File: src/rtl/if_prefetch_buf.sv
// rtl/if_prefetch_buf.sv - instruction prefetch buffer with credit-limited fetch and redirect flush
// Define IFU_PERF_CNT_EN to add the ifu_stall_cnt decode-starvation counter port.
module if_prefetch_buf #(
  parameter logic [63:0] RESET_PC = 64'h8000_0000,
  parameter int unsigned DEPTH    = 4
) (
  input  logic        clk,
  input  logic        rst,
  input  logic        redirect_valid,
  input  logic [63:0] redirect_pc,
  output logic        imem_req,
  output logic [63:0] imem_addr,
  input  logic        imem_gnt,
  input  logic        imem_rvalid,
  input  logic [31:0] imem_rdata,
  output logic        id_valid,
  output logic [31:0] id_inst,
  output logic [63:0] id_pc,
  input  logic        id_ready
`ifdef IFU_PERF_CNT_EN
  ,
  output logic [63:0] ifu_stall_cnt
`endif
);
  localparam int PTR_W = $clog2(DEPTH);
  localparam int CNT_W = PTR_W + 1;

  typedef enum logic [1:0] {BOOT, RUN, FLUSH} state_e;
  state_e state_q, state_d;

  logic             req_q, req_d, pstale_q, pstale_d;
  logic [63:0]      addr_q, addr_d, fetch_pc_q, fetch_pc_d, resp_pc_q, resp_pc_d;
  logic [CNT_W-1:0] out_q, out_d, disc_q, disc_d, cnt_q, cnt_d;
  logic [PTR_W-1:0] wr_q, wr_d, rd_q, rd_d;
  logic [31:0]      inst_mem [DEPTH];
  logic [63:0]      pc_mem   [DEPTH];

  logic             granted, drop, push, pop, launch, credit_ok;
  logic [CNT_W+1:0] occupied;

  assign granted   = req_q & imem_gnt;
  assign pop       = id_valid & id_ready;
  assign drop      = redirect_valid | (disc_q != '0);
  assign push      = imem_rvalid & ~drop;
  // A pending request reserves its slot so a granted word always has room.
  assign occupied  = (CNT_W+2)'(out_q) + (CNT_W+2)'(cnt_q) + (CNT_W+2)'(req_q);
  assign credit_ok = occupied < (CNT_W+2)'(DEPTH);

  always_comb begin
    state_d    = state_q;
    req_d      = req_q;
    addr_d     = addr_q;
    fetch_pc_d = fetch_pc_q;
    resp_pc_d  = resp_pc_q;
    pstale_d   = pstale_q;
    disc_d     = disc_q;
    wr_d       = wr_q;
    rd_d       = rd_q;
    out_d      = out_q + CNT_W'(granted) - CNT_W'(imem_rvalid);
    cnt_d      = cnt_q + CNT_W'(push) - CNT_W'(pop);
    launch     = 1'b0;

    if (granted && pstale_q) begin
      disc_d   = disc_d + CNT_W'(1);
      pstale_d = 1'b0;
    end
    if (imem_rvalid && disc_q != '0) disc_d = disc_d - CNT_W'(1);
    if (push) begin
      wr_d      = wr_q + PTR_W'(1);
      resp_pc_d = resp_pc_q + 64'd4;
    end
    if (pop) rd_d = rd_q + PTR_W'(1);

    if (granted) req_d = 1'b0;
    launch = (state_q == RUN) && !redirect_valid && (!req_q || imem_gnt) && credit_ok;
    if (launch) begin
      req_d      = 1'b1;
      addr_d     = fetch_pc_q;
      fetch_pc_d = fetch_pc_q + 64'd4;
    end

    case (state_q)
      BOOT:    state_d = RUN;
      RUN:     state_d = RUN;
      FLUSH:   if (disc_d == '0 && !pstale_d) state_d = RUN;
      default: state_d = BOOT;
    endcase

    // Everything still in flight after this edge belongs to the old stream.
    if (redirect_valid) begin
      fetch_pc_d = redirect_pc;
      resp_pc_d  = redirect_pc;
      wr_d       = '0;
      rd_d       = '0;
      cnt_d      = '0;
      disc_d     = out_d;
      pstale_d   = req_q & ~imem_gnt;
      state_d    = (out_d != '0 || pstale_d) ? FLUSH : RUN;
    end
  end

  always_ff @(posedge clk or posedge rst) begin
    if (rst) begin
      state_q    <= BOOT;
      req_q      <= 1'b0;
      addr_q     <= RESET_PC;
      fetch_pc_q <= RESET_PC;
      resp_pc_q  <= RESET_PC;
      pstale_q   <= 1'b0;
      out_q      <= '0;
      disc_q     <= '0;
      cnt_q      <= '0;
      wr_q       <= '0;
      rd_q       <= '0;
    end else begin
      state_q    <= state_d;
      req_q      <= req_d;
      addr_q     <= addr_d;
      fetch_pc_q <= fetch_pc_d;
      resp_pc_q  <= resp_pc_d;
      pstale_q   <= pstale_d;
      out_q      <= out_d;
      disc_q     <= disc_d;
      cnt_q      <= cnt_d;
      wr_q       <= wr_d;
      rd_q       <= rd_d;
    end
  end

  always_ff @(posedge clk) begin
    if (push) begin
      inst_mem[wr_q] <= imem_rdata;
      pc_mem[wr_q]   <= resp_pc_q;
    end
  end

  assign imem_req  = req_q;
  assign imem_addr = addr_q;
  assign id_valid  = (cnt_q != '0);
  assign id_inst   = id_valid ? inst_mem[rd_q] : 32'd0;
  assign id_pc     = id_valid ? pc_mem[rd_q]   : 64'd0;

`ifdef IFU_PERF_CNT_EN
  logic [63:0] stall_q;
  always_ff @(posedge clk or posedge rst) begin
    if (rst) stall_q <= 64'd0;
    else if (id_ready && !id_valid) stall_q <= stall_q + 64'd1;
  end
  assign ifu_stall_cnt = stall_q;
`endif
endmodule

File: config.mk
export PLATFORM = sky130hd
export DESIGN_NAME = if_prefetch_buf
export DESIGN_NICKNAME = d
export VERILOG_FILES = /design/src/rtl/if_prefetch_buf.sv
export SDC_FILE = /design/constraint.sdc
export NUM_CORES = 1
export LEC_CHECK = 0
export CORE_UTILIZATION = 45
export CTS_CLUSTER_SIZE = 24
export DETAILED_ROUTE_END_ITERATION = 10
export HOLD_SLACK_MARGIN = 0.1
export PLACE_DENSITY = 0.77
export SYNTH_ARGS = -nofsm -noshare
export SYNTH_HDL_FRONTEND = slang
export SYNTH_SLANG_ARGS = --single-unit
File: constraint.sdc
create_clock -name clk -period 19.25 [get_ports clk]
set_clock_uncertainty 0.05 [all_clocks]
set_input_delay 1.925 -clock clk [delete_from_list [all_inputs] [get_ports clk]]
set_output_delay 1.925 -clock clk [all_outputs]
set_load 0.02 [all_outputs]
==> flow_metrics.tcl <==
set metrics [dict create \
    stdcell_area_mm2 0.03099 \
    end_kind "primary output" \
    stdcell_count 2903 \
    comb_power_share_pct 31.1 \
    clockBufferDepth 3 \
    crit_fanout 39 \
    ant_nets 0 \
    tightest_slew_ns 1.144 \
    p_sw_share_pct 31.83 \
    min_period_over_period_pct 29.01 \
    die_y_um 240.4 \
    place_area_mm2 0.02890 \
    cp_data_required_time_ns 17.27 \
    fin_setup_tns_ns 0 \
    p_int_mw 2.835 \
    clkPwrFrac_pct 29.4 \
    synthDistinctLibCells 71 \
    first_pass_iters 6 \
    synth.area.top_cells "edfxtp_1 45%, dfrtp_1 20%, mux4_2 8.5%, nand2_1 4.2%, and2_1 2.6%" \
    drtIter0Drc 1750 \
    start_util_pct 45.44 \
    htreeDepth 2 \
    final_common_cell "edfxtp_1" \
    power_frac_seq_pct 39.6 \
    rsz0062_at_grt "false" \
    fp.dieW_um 240.4 \
    wl_um 64320 \
    final_nets 2217 \
    final-setup-viol-count 0 \
    syn_nets 1973 \
    async_reset_ff_share_pct 35.24 \
    io_buffers 263 \
    nFillCells 4497 \
    antenna_found_initial 0 \
    status "finished clean" \
    insertion_delay_ns 0.64 \
    synthFlopType "edfxtp_1" \
    yosys_register_bits 593 \
    drv_cap 0 \
    row_count 87 \
    drc 0 \
    relSlewSlack_pct 23.01 \
    cts_resized 0 \
    wl_per_cell_um 22.16 \
    hpwl_um 42460 \
    core_mm2 0.05628 \
    netlist.area_leader.share_pct 45.09 \
    synthToLayoutAreaGrowth_pct 21.21 \
    crit_type "register to primary output" \
    drv_slew 0 \
    arrival_ns 3.61 \
    avgSynthCellArea_um2 13.80 \
    p_sw_mw 1.324 \
    tritoncts "built" \
    path_clk_slew_ns 0.06 \
    final_cell_mix "384 x edfxtp_1, 288 x nand2_1, 262 x clkdlybuf4s50_1, 204 x dfrtp_1, 103 x and2_1" \
    synth_edf_count 384 \
    postCtsSetupBuffers 0 \
    syn_inst 1853 \
    worst_slack_ns 13.67 \
    ir_drop_mv 0.08979 \
    vias_per_cell 5.807 \
    cts_buffers 58 \
    track_usage_pct 22.48 \
    diodes 0 \
    hold_class "register to register" \
    vias 16860 \
    yosysTopAreaCell "edfxtp_1" \
    clock.fmax_mhz 179.1 \
    dieArea_mm2 0.05778 \
    whs_ns 0.4254 \
    synth_warnings 0 \
    grt_pass1_wl_um 98270 \
    fin_total_pwr_mw 4.159 \
    syn_area_mm2 0.02557 \
    dp_cells 2793 \
    root_buffer "clkbuf_16" \
    layout_min_cycle_time_ns 5.585 \
    num_io_pins 264 \
    drive_gt1_share_pct 12.34 \
    place_congestion 0.8793 \
    final-hold-violation-count 0 \
    powerDensity_mw_per_mm2 134.2 \
    final_util_pct 55.07 \
    grt.overflow.total 0 \
    clock-sinks 593 \
    hold_buffers 0 \
    ys_seq_area_share_pct 65.56 \
    grt_max_degree 125 \
    first_global_vias 16480 \
    cp-start-kind "register" \
    leakage_nw 10.91 \
    place_ws_ns 13.48 \
]
## final cells by class
| class | count | area (µm²) | area share (%) |
|---|---|---|---|
| Sequential cell | 593 | 16770 | 54.12 |
| Multi-Input combinational cell | 1128 | 8277 | 26.70 |
| Tap cell | 756 | 945.9 | 3.052 |
| Timing Repair Buffer | 282 | 2773 | 8.946 |
| Inverter | 34 | 135.1 | 0.4360 |
| Clock inverter | 41 | 546.8 | 1.764 |
| Clock buffer | 69 | 1544 | 4.982 |
## flip-flops by register name, summed over array words and instances, names as in the netlist
| name | flops |
|---|---|
| cnt_q | 3 |
| disc_q | 3 |
| fetch_pc_q | 64 |
| imem_addr | 64 |
| imem_req | 1 |
| inst_mem | 128 |
| out_q | 3 |
| pc_mem | 256 |
| pstale_q | 1 |
| rd_q | 2 |
| resp_pc_q | 64 |
| state_q | 2 |
| wr_q | 2 |
## logic make-up after synthesis
family                   Yosys count  synth area share, %
XOR/XNOR                          55                1.884
AO/OA/AOI/OAI                    209                5.397
AND/OR/NAND/NOR                  724                14.40
multiplexers                     122                9.556
flip-flops                       593                65.56
adder cells (fa/ha/maj)           18               0.9395
buffers and inverters            132                2.261
## per-layer routing
| layer | wire length [µm] | track usage (%) | share of wire (%) |
|---|---|---|---|
| met5 | 0 | 0 | 0 |
| met3 | 5627 | 4.202 | 8.7 |
| met1 | 27600 | 32.94 | 43 |
| met4 | 1703 | 6.717 | 2.6 |
| met2 | 29390 | 34.11 | 46 |
## power groups by stage
stage	registers, mW	logic, mW	clock network (mW)
global placement	1.66	1.29	0
finish	1.65	1.29	1.22
floorplan	1.69	0.688	0
detailed placement	1.67	1.30	0
CTS	1.65	1.31	1.24
global route	1.67	1.39	1.29
## critical path, cell delays in order, from the launching register on
cell and delay [ns]:
dfrtp_4 0.80, buf_4 0.73, mux4_2 0.62, and2_1 0.18
clkdlybuf4s50_1 0.59
## Yosys cell counts, drive strengths merged (12+ instances only)
master / n
edfxtp: 384
nand2: 288
dfrtp: 206
and2: 108
mux4: 96
nand3: 72
o21ai: 72
nand4: 71
clkbuf: 70
nor2: 56
inv: 34
xnor2: 28
buf: 27
xor2: 27
o311ai: 25
or4: 24
nor4: 23
o211ai: 23
a21oi: 20
a31oi: 20
nor3: 19
mux2: 17
ha: 16
or3: 16
and3: 12
o31ai: 12
## worst paths after layout
| path | from | end | slack [ns] | depth (start not counted) |
|---|---|---|---|---|
| max | rd_q[0]$_DFFE_PP0P_ | id_pc[23] | 13.67 | 4 |
| min | imem_addr[31]$_DFFE_PP1P_ | imem_addr[31]$_DFFE_PP1P_ | 0.43 | 2 |
| max reg2reg | out_q[2]$_DFF_PP0_ | fetch_pc_q[56]$_DFFE_PP0P_ | 15.21 | 7 |
| min reg2reg | imem_addr[31]$_DFFE_PP1P_ | imem_addr[31]$_DFFE_PP1P_ | 0.43 | 2 |
| max in group asynchronous | rst | imem_addr[11]$_DFFE_PP0P_ | 15.69 | 3 |
| min in group asynchronous | rst | imem_addr[59]$_DFFE_PP0P_ | 1.78 | 2 |
Note: power is estimated with default switching activity, not from simulation.
